==> src/rtl/counters_updown_multi.sv <==
// Multi-channel signed up/down event counters with saturate-or-wrap overflow handling
// and a snapshot-and-drain readout streamed one channel per valid/ready transfer.
module counters_updown_multi #(
  parameter int unsigned size_code = 8,
  parameter int unsigned num_ch    = 4,
  parameter int unsigned saturate  = 1,
  localparam int unsigned chw      = (num_ch > 1) ? $clog2(num_ch) : 1
) (
  input  logic                 clk,
  input  logic                 reset,
  input  logic                 enable,
  input  logic [num_ch-1:0]    bitin,
  input  logic [num_ch-1:0]    sign,
  input  logic                 clear,
  input  logic                 drain_start,
  output logic                 drain_busy,
  output logic                 out_valid,
  input  logic                 out_ready,
  output logic [size_code-1:0] out_data,
  output logic [chw-1:0]       out_ch,
  output logic                 out_ovf,
  output logic [num_ch-1:0]    overflow
);

  typedef enum logic {st_idle, st_drain} state_t;

  localparam logic [size_code-1:0] cmax     = {1'b0, {(size_code-1){1'b1}}};
  localparam logic [size_code-1:0] cmin     = {1'b1, {(size_code-1){1'b0}}};
  localparam logic [size_code-1:0] one      = size_code'(1);
  localparam logic [chw-1:0]       last_idx = chw'(num_ch - 1);
  localparam logic [chw-1:0]       idx_one  = chw'(1);

  state_t               state, state_nxt;
  logic [chw-1:0]       idx, idx_nxt;
  logic [size_code-1:0] cnt     [num_ch];
  logic [size_code-1:0] cnt_nxt [num_ch];
  logic [size_code-1:0] shadow  [num_ch];
  logic [num_ch-1:0]    ovf_nxt;
  logic [num_ch-1:0]    shadow_ovf;
  logic                 snap;

  // A snapshot needs IDLE and loses to clear; the step then lands on a zeroed base.
  assign snap = (state == st_idle) && drain_start && !clear;

  always_comb begin
    ovf_nxt = snap ? '0 : overflow;
    for (int unsigned i = 0; i < num_ch; i++) begin
      cnt_nxt[i] = snap ? '0 : cnt[i];
      if (enable && bitin[i]) begin
        if (!sign[i]) begin
          if (cnt_nxt[i] == cmax) begin
            ovf_nxt[i] = 1'b1;
            cnt_nxt[i] = (saturate != 0) ? cmax : cmin;
          end else begin
            cnt_nxt[i] = cnt_nxt[i] + one;
          end
        end else begin
          if (cnt_nxt[i] == cmin) begin
            ovf_nxt[i] = 1'b1;
            cnt_nxt[i] = (saturate != 0) ? cmin : cmax;
          end else begin
            cnt_nxt[i] = cnt_nxt[i] - one;
          end
        end
      end
    end
    if (clear) begin
      for (int unsigned i = 0; i < num_ch; i++) begin
        cnt_nxt[i] = '0;
      end
      ovf_nxt = '0;
    end
  end

  always_ff @(posedge clk or posedge reset) begin
    if (reset) begin
      for (int unsigned i = 0; i < num_ch; i++) begin
        cnt[i]    <= '0;
        shadow[i] <= '0;
      end
      overflow   <= '0;
      shadow_ovf <= '0;
    end else begin
      for (int unsigned i = 0; i < num_ch; i++) begin
        cnt[i] <= cnt_nxt[i];
        if (snap) begin
          shadow[i] <= cnt[i];
        end
      end
      overflow <= ovf_nxt;
      if (snap) begin
        shadow_ovf <= overflow;
      end
    end
  end

  always_ff @(posedge clk or posedge reset) begin
    if (reset) begin
      state <= st_idle;
      idx   <= '0;
    end else begin
      state <= state_nxt;
      idx   <= idx_nxt;
    end
  end

  always_comb begin
    state_nxt = state;
    idx_nxt   = idx;
    case (state)
      st_idle: begin
        if (snap) begin
          state_nxt = st_drain;
          idx_nxt   = '0;
        end
      end
      st_drain: begin
        if (out_ready) begin
          if (idx == last_idx) begin
            state_nxt = st_idle;
          end else begin
            idx_nxt = idx + idx_one;
          end
        end
      end
    endcase
  end

  assign drain_busy = (state == st_drain);
  assign out_valid  = (state == st_drain);
  assign out_ch     = idx;
  assign out_data   = shadow[idx];
  assign out_ovf    = shadow_ovf[idx];

endmodule
==> config.mk <==
export PLATFORM = sky130hd
export DESIGN_NAME = counters_updown_multi
export DESIGN_NICKNAME = d
export VERILOG_FILES = /design/src/rtl/counters_updown_multi.sv
export SDC_FILE = /design/constraint.sdc
export NUM_CORES = 1
export LEC_CHECK = 0
export ABC_AREA = 1
export BUFFER_PORTS_ARGS = -buffer_cell sky130_fd_sc_hd__buf_2
export CELL_PAD_IN_SITES_DETAIL_PLACEMENT = 0
export CELL_PAD_IN_SITES_GLOBAL_PLACEMENT = 1
export CORE_MARGIN = 1
export CORE_UTILIZATION = 40
export CTS_CLUSTER_SIZE = 40
export DETAILED_ROUTE_END_ITERATION = 10
export HOLD_SLACK_MARGIN = 0.15
export PLACE_DENSITY_LB_ADDON = 0.1
export SETUP_SLACK_MARGIN = 0.4
export SLEW_MARGIN = 20
export SYNTH_ARGS = -nofsm -noshare
export SYNTH_HDL_FRONTEND = slang
export SYNTH_SLANG_ARGS = --single-unit
==> constraint.sdc <==
create_clock -name clk -period 2.1 [get_ports clk]
set_input_delay 0.105 -clock clk [delete_from_list [all_inputs] [get_ports clk]]
set_output_delay 0.105 -clock clk [all_outputs]
set_load 0.01 [all_outputs]
Yosys cells after proc, flatten, opt, wreduce, memory -nomap -nowiden
Index checks and enable logic that the tools add are counted.
{"block": "classes", "n_addsub": 9, "order_cmp": 2, "eq_ne": 12, "muxes": 52, "n_bitwise": 2, "n_reduce_logical": 8}
{"operator": "$mux W8", "count": 22}
{"operator": "$add A8 B1 Y8 const B", "count": 4}
{"operator": "$eq A8 B7 Y1 const B", "count": 4}
{"operator": "$eq A8 B8 Y1 const B", "count": 4}
{"operator": "$mux W32", "count": 1}
{"operator": "$sub A8 B1 Y8 const B", "count": 4}
{"operator": "$mux W1", "count": 20}
{"operator": "$bmux W8 S2", "count": 1}
{"operator": "$mux W4", "count": 2}
{"operator": "$logic_and A1 B1 Y1", "count": 6}
{"operator": "$mux W2", "count": 3}
{"operator": "$ne A2 B2 Y1 const B", "count": 3}
{"operator": "$pmux W2 S2", "count": 1}
{"operator": "$ge A3 B3 Y1 const B", "count": 1}
{"operator": "$lt A2 B3 Y1 const B", "count": 1}
{"operator": "$not A2 Y3", "count": 1}
{"operator": "$reduce_and A3 Y1", "count": 1}
{"operator": "$add A2 B1 Y2 const B", "count": 1}
{"operator": "$bmux W1 S2", "count": 1}
{"operator": "$eq A2 B2 Y1 const B", "count": 1}
{"operator": "$pmux W1 S2", "count": 1}
{"operator": "$logic_not A1 Y1", "count": 1}
{"operator": "$not A1 Y1", "count": 1}
{"block": "totals", "register_bits": 75, "input_bits": 14, "output_inout_bits": 17, "elab_cells": 97}

Logic depth before layout (Yosys ltp)
{"block": "depth", "depth_word": 9, "ltp_mapped": 17, "depth_no_buf": 13}

Least setup slack after synthesis
OpenSTA, ideal clock, no wires.
{"block": "synth_timing", "kind": "register to register", "from": "register state, in the netlist drain_busy", "to": "register cnt[13] (netlist name)", "setup_time_ps": 132, "t_arrival_ps": 1987, "t_required_ps": 1968, "setup_slack_ps": -19, "stages_incl_launch_ff": 17, "n_path_buf": 3, "synth_period_minus_slack_ps": 2119, "path_cell_list": "dfrtp_1 -> inv_2 -> nand3_4 -> buf_12 -> buf_6 -> buf_6 -> nand2_1 -> inv_1 -> ha_1 -> inv_1 -> nor2_2 -> nand2_1 -> nand2_1 -> inv_2 -> nand3_1 -> nand2_1 -> a21oi_1"}
{"element": "from (decl)", "line_no": "33", "rtl": "state_t state, state_nxt;"}
{"element": "from (signal assigned)", "line_no": "99", "rtl": "state <= st_idle;"}
{"element": "from (signal assigned)", "line_no": "102", "rtl": "state <= state_nxt;"}
{"element": "to (signal, indexed assignment)", "line_no": "85", "rtl": "cnt[i] <= cnt_nxt[i];"}
{"element": "to (decl)", "line_no": "35", "rtl": "logic [size_code-1:0] cnt [num_ch];"}

==> results.json <==
{
  "grt-ovfl-total": 0,
  "post_synth_edffs": 0,
  "drt_pre_antenna_iters": 5,
  "die-height_um": 117,
  "power_density_nw_per_um2": 925,
  "place.gp.congestion": 0.885,
  "synth.net_count": 755,
  "antennaDiodeCount": 0,
  "nets": 836,
  "fp.dieW_um": 117,
  "clock-skew-final_ps": 4.50,
  "cts_made_buffers": 9,
  "clock_tree_from_tritoncts": "built",
  "clock.fmax_ghz": 0.534,
  "timing.final.crit_period_ps": 1870,
  "synth.distinct_cells": 32,
  "route.antenna.remaining_nets": 0,
  "routedWlPerCell_um": 16.9,
  "yosys_register_bits": 75,
  "layout.cells.most_common_list": "166 x sky130_fd_sc_hd__nand2_1, 72 x sky130_fd_sc_hd__dfrtp_1, 51 x sky130_fd_sc_hd__o21ai_0",
  "die_area_um2": 13700,
  "most_common_library_cell_in_the_layout_ignoring_fill_and_taps": "sky130_fd_sc_hd__nand2_1",
  "rsz0062_at_grt": "true",
  "netlist.top_cell.by_area": "sky130_fd_sc_hd__dfrtp_1",
  "initial_utilization_pct": 41.6,
  "setup_total_negative_slack_ps": 0,
  "coreArea_um2": 12800,
  "post-synth-top-area-fraction_pct": 35.3,
  "crit-reg2reg-launch": "drain_busy",
  "synth.yosys.seq_area_share_pct": 35.3,
  "post-route-drc-count": 0,
  "synthFlopType": "sky130_fd_sc_hd__dfrtp_1",
  "antenna_found_initial": 0,
  "worst_slew_pin_slew_ps": 543,
  "hold_path.class": "in -> reg",
  "cp_data_required_time_ps": 2340,
  "ir_worst_vdd_mv": 0.434,
  "clk_transition_reported_paths_ps": 60,
  "avgViaCountPerCell": 5.42,
  "report.final.setup_viol": 0,
  "ys_async_sr_fraction_pct": 100,
  "number_of_global_route_vias_before_repair": 4954,
  "postRouteWirelength_mm": 16.6,
  "synth_top_cells_by_area": "sky130_fd_sc_hd__dfrtp_1 35%, sky130_fd_sc_hd__nand2_1 14%, sky130_fd_sc_hd__o21ai_0 6.4%, sky130_fd_sc_hd__nand3_1 6.0%, sky130_fd_sc_hd__mux2_2 5.9%",
  "root_buffer": "sky130_fd_sc_hd__clkbuf_16",
  "worstPathArrival_ps": 2110,
  "cts.sink_count": 75,
  "maximum_number_of_pins_on_one_net_before_global_route_repair": 76,
  "cts-root-to-sink-buffers": 2,
  "htree_levels": 3,
  "worstSetupStartpoint": "drain_busy",
  "rows": 41,
  "hold_viol_final": 0,
  "drv_slew": 0,
  "wire_length_of_the_first_global_routing_pass_mm": 25.8,
  "p_total_w": 0.00668,
  "critPathLaunchType": "register",
  "end_kind": "register",
  "syn2layout_area_growth_pct": 35.9,
  "fillCellCount": 1133,
  "netlist_instances": 728,
  "worst-path-max-fanout": 6,
  "timing.final.crit_share_pct": 89.2,
  "cap_viol_max_count": 0,
  "quantity_of_i_o_buffers_inserted_on_ports": 30,
  "yosysWarningCount": 0,
  "num_vias": 5340,
  "clock_insertion_delay_at_the_later_pin_of_the_skew_report_ps": 340,
  "p_leak_nw": 3.51,
  "dpl.hpwl_mm": 10.3,
  "num_io_pins": 31,
  "syn_area_um2": 5310,
  "grt_usage_pct": 24.9,
  "maxSlewHeadroom_pct": 63.8,
  "worstHoldStart": "sign[3]",
  "drt_iter0_drc": 387,
  "syn_avg_cell_area_um2": 7.30,
  "critPathKind": "reg -> reg",
  "status": "finished, final reports clean",
  "final_layout_size_suffix_gt1_share_pct": 36.5
}
-- sequential cells by signal (all words and copies together) (netlist names) --
name and flops:
shadow_ovf 4, out_ch 2, drain_busy 1, cnt 32, shadow 32, overflow 4
-- cells in the mapped netlist (9+ instances only) --
library cell / number
sky130_fd_sc_hd__nor2_1: 49
sky130_fd_sc_hd__nand4_1: 20
sky130_fd_sc_hd__ha_1: 13
sky130_fd_sc_hd__nand2_1: 193
sky130_fd_sc_hd__nand3_1: 64
sky130_fd_sc_hd__clkbuf_1: 16
sky130_fd_sc_hd__o21ai_1: 15
sky130_fd_sc_hd__o21ai_0: 68
sky130_fd_sc_hd__a21oi_1: 38
sky130_fd_sc_hd__xor2_1: 16
sky130_fd_sc_hd__mux2_2: 28
sky130_fd_sc_hd__nand2_2: 10
sky130_fd_sc_hd__dfrtp_1: 75
sky130_fd_sc_hd__inv_1: 61
sky130_fd_sc_hd__o22ai_1: 9
-- routing by layer --
layer  vias to the layer above  track usage (%)  wire length (um)
li1                       2593                -                 -
met1                      2570             33.6              7740
met2                       145             40.3              7820
met3                        32             4.53               700
met4                         0             7.93               387
met5                         -                0                 0
-- power breakdown --
| group | leakage, nW | switching (W) | internal [W] | total, W |
|---|---|---|---|---|
| Clock | 0.156 | 0.000619 | 0.00103 | 0.00165 |
| Combinational | 2.35 | 0.00157 | 0.00127 | 0.00283 |
| Sequential | 0.998 | 0.000374 | 0.00182 | 0.00219 |
-- logic make-up (layout without fill, tap and decap cells) --
group	after synthesis	in the layout	synth area share (%)
simple gates	354	354	29.6
compound gates	143	143	14.5
buf+inv	99	185	8.90
flops	75	75	35.3
mux	28	28	5.94
xor+xnor	16	16	2.64
fa+ha+maj	13	13	3.06
-- critical path: stages (launching register included) --
cell	delay [ps]
sky130_fd_sc_hd__dfrtp_2	430
sky130_fd_sc_hd__inv_4	70
sky130_fd_sc_hd__nand3_4	110
sky130_fd_sc_hd__buf_12	190
sky130_fd_sc_hd__nand2_8	80
sky130_fd_sc_hd__ha_4	140
sky130_fd_sc_hd__nand2_4	50
sky130_fd_sc_hd__nor2_4	90
sky130_fd_sc_hd__nand3_4	90
sky130_fd_sc_hd__inv_2	90
sky130_fd_sc_hd__nand2_1	60
sky130_fd_sc_hd__a21oi_1	160
sky130_fd_sc_hd__o21ai_1	100
sky130_fd_sc_hd__nand2_1	70
sky130_fd_sc_hd__inv_1	40
-- what timing repair did --
item,CTS,global route
buffers inserted,30,19
cloned,3,3
pin swaps,29,41
hold buffers,3,0
gates resized for setup,105,83
endpoints found under the hold margin,77,0
endpoints found under the setup margin,45,45
-- layout make-up --
class / instances / area, um2 / area share [%]
tap: 172 / 215 / 2.98
sequential: 75 / 1880 / 26.0
timing repair inverter: 3 / 17.5 / 0.243
multi-input combinational: 554 / 3630 / 50.3
clock buffer: 10 / 229 / 3.17
inverter: 67 / 289 / 4.00
clock inverter: 6 / 80.1 / 1.11
timing repair buffer: 99 / 876 / 12.1
-- stage by stage --
stage          hold slack, ps  area [um2]  setup WS, ps  cells  util (%)
2_1_floorplan             198        5430          96.0    728         -
3_3_place_gp              258        5710          57.4    912      44.7
3_5_place_dp              261        5710          48.4    912      44.7
4_1_cts                   159        6760           265    964      52.9
5_1_grt                   179        7220           128    986      56.5
6_report                  176        7220           227    986      56.5
-- worst paths after layout --
kind	endpoint	slack (ps)	cells after the start
max	cnt[16]	230	14
min	cnt[6]	180	4
max reg2reg	cnt[16]	230	14
min reg2reg	shadow[22]	490	2
max in group asynchronous	shadow[17]	1350	4
min in group asynchronous	cnt[3]	410	4
(Power assumes the default switching activity.)
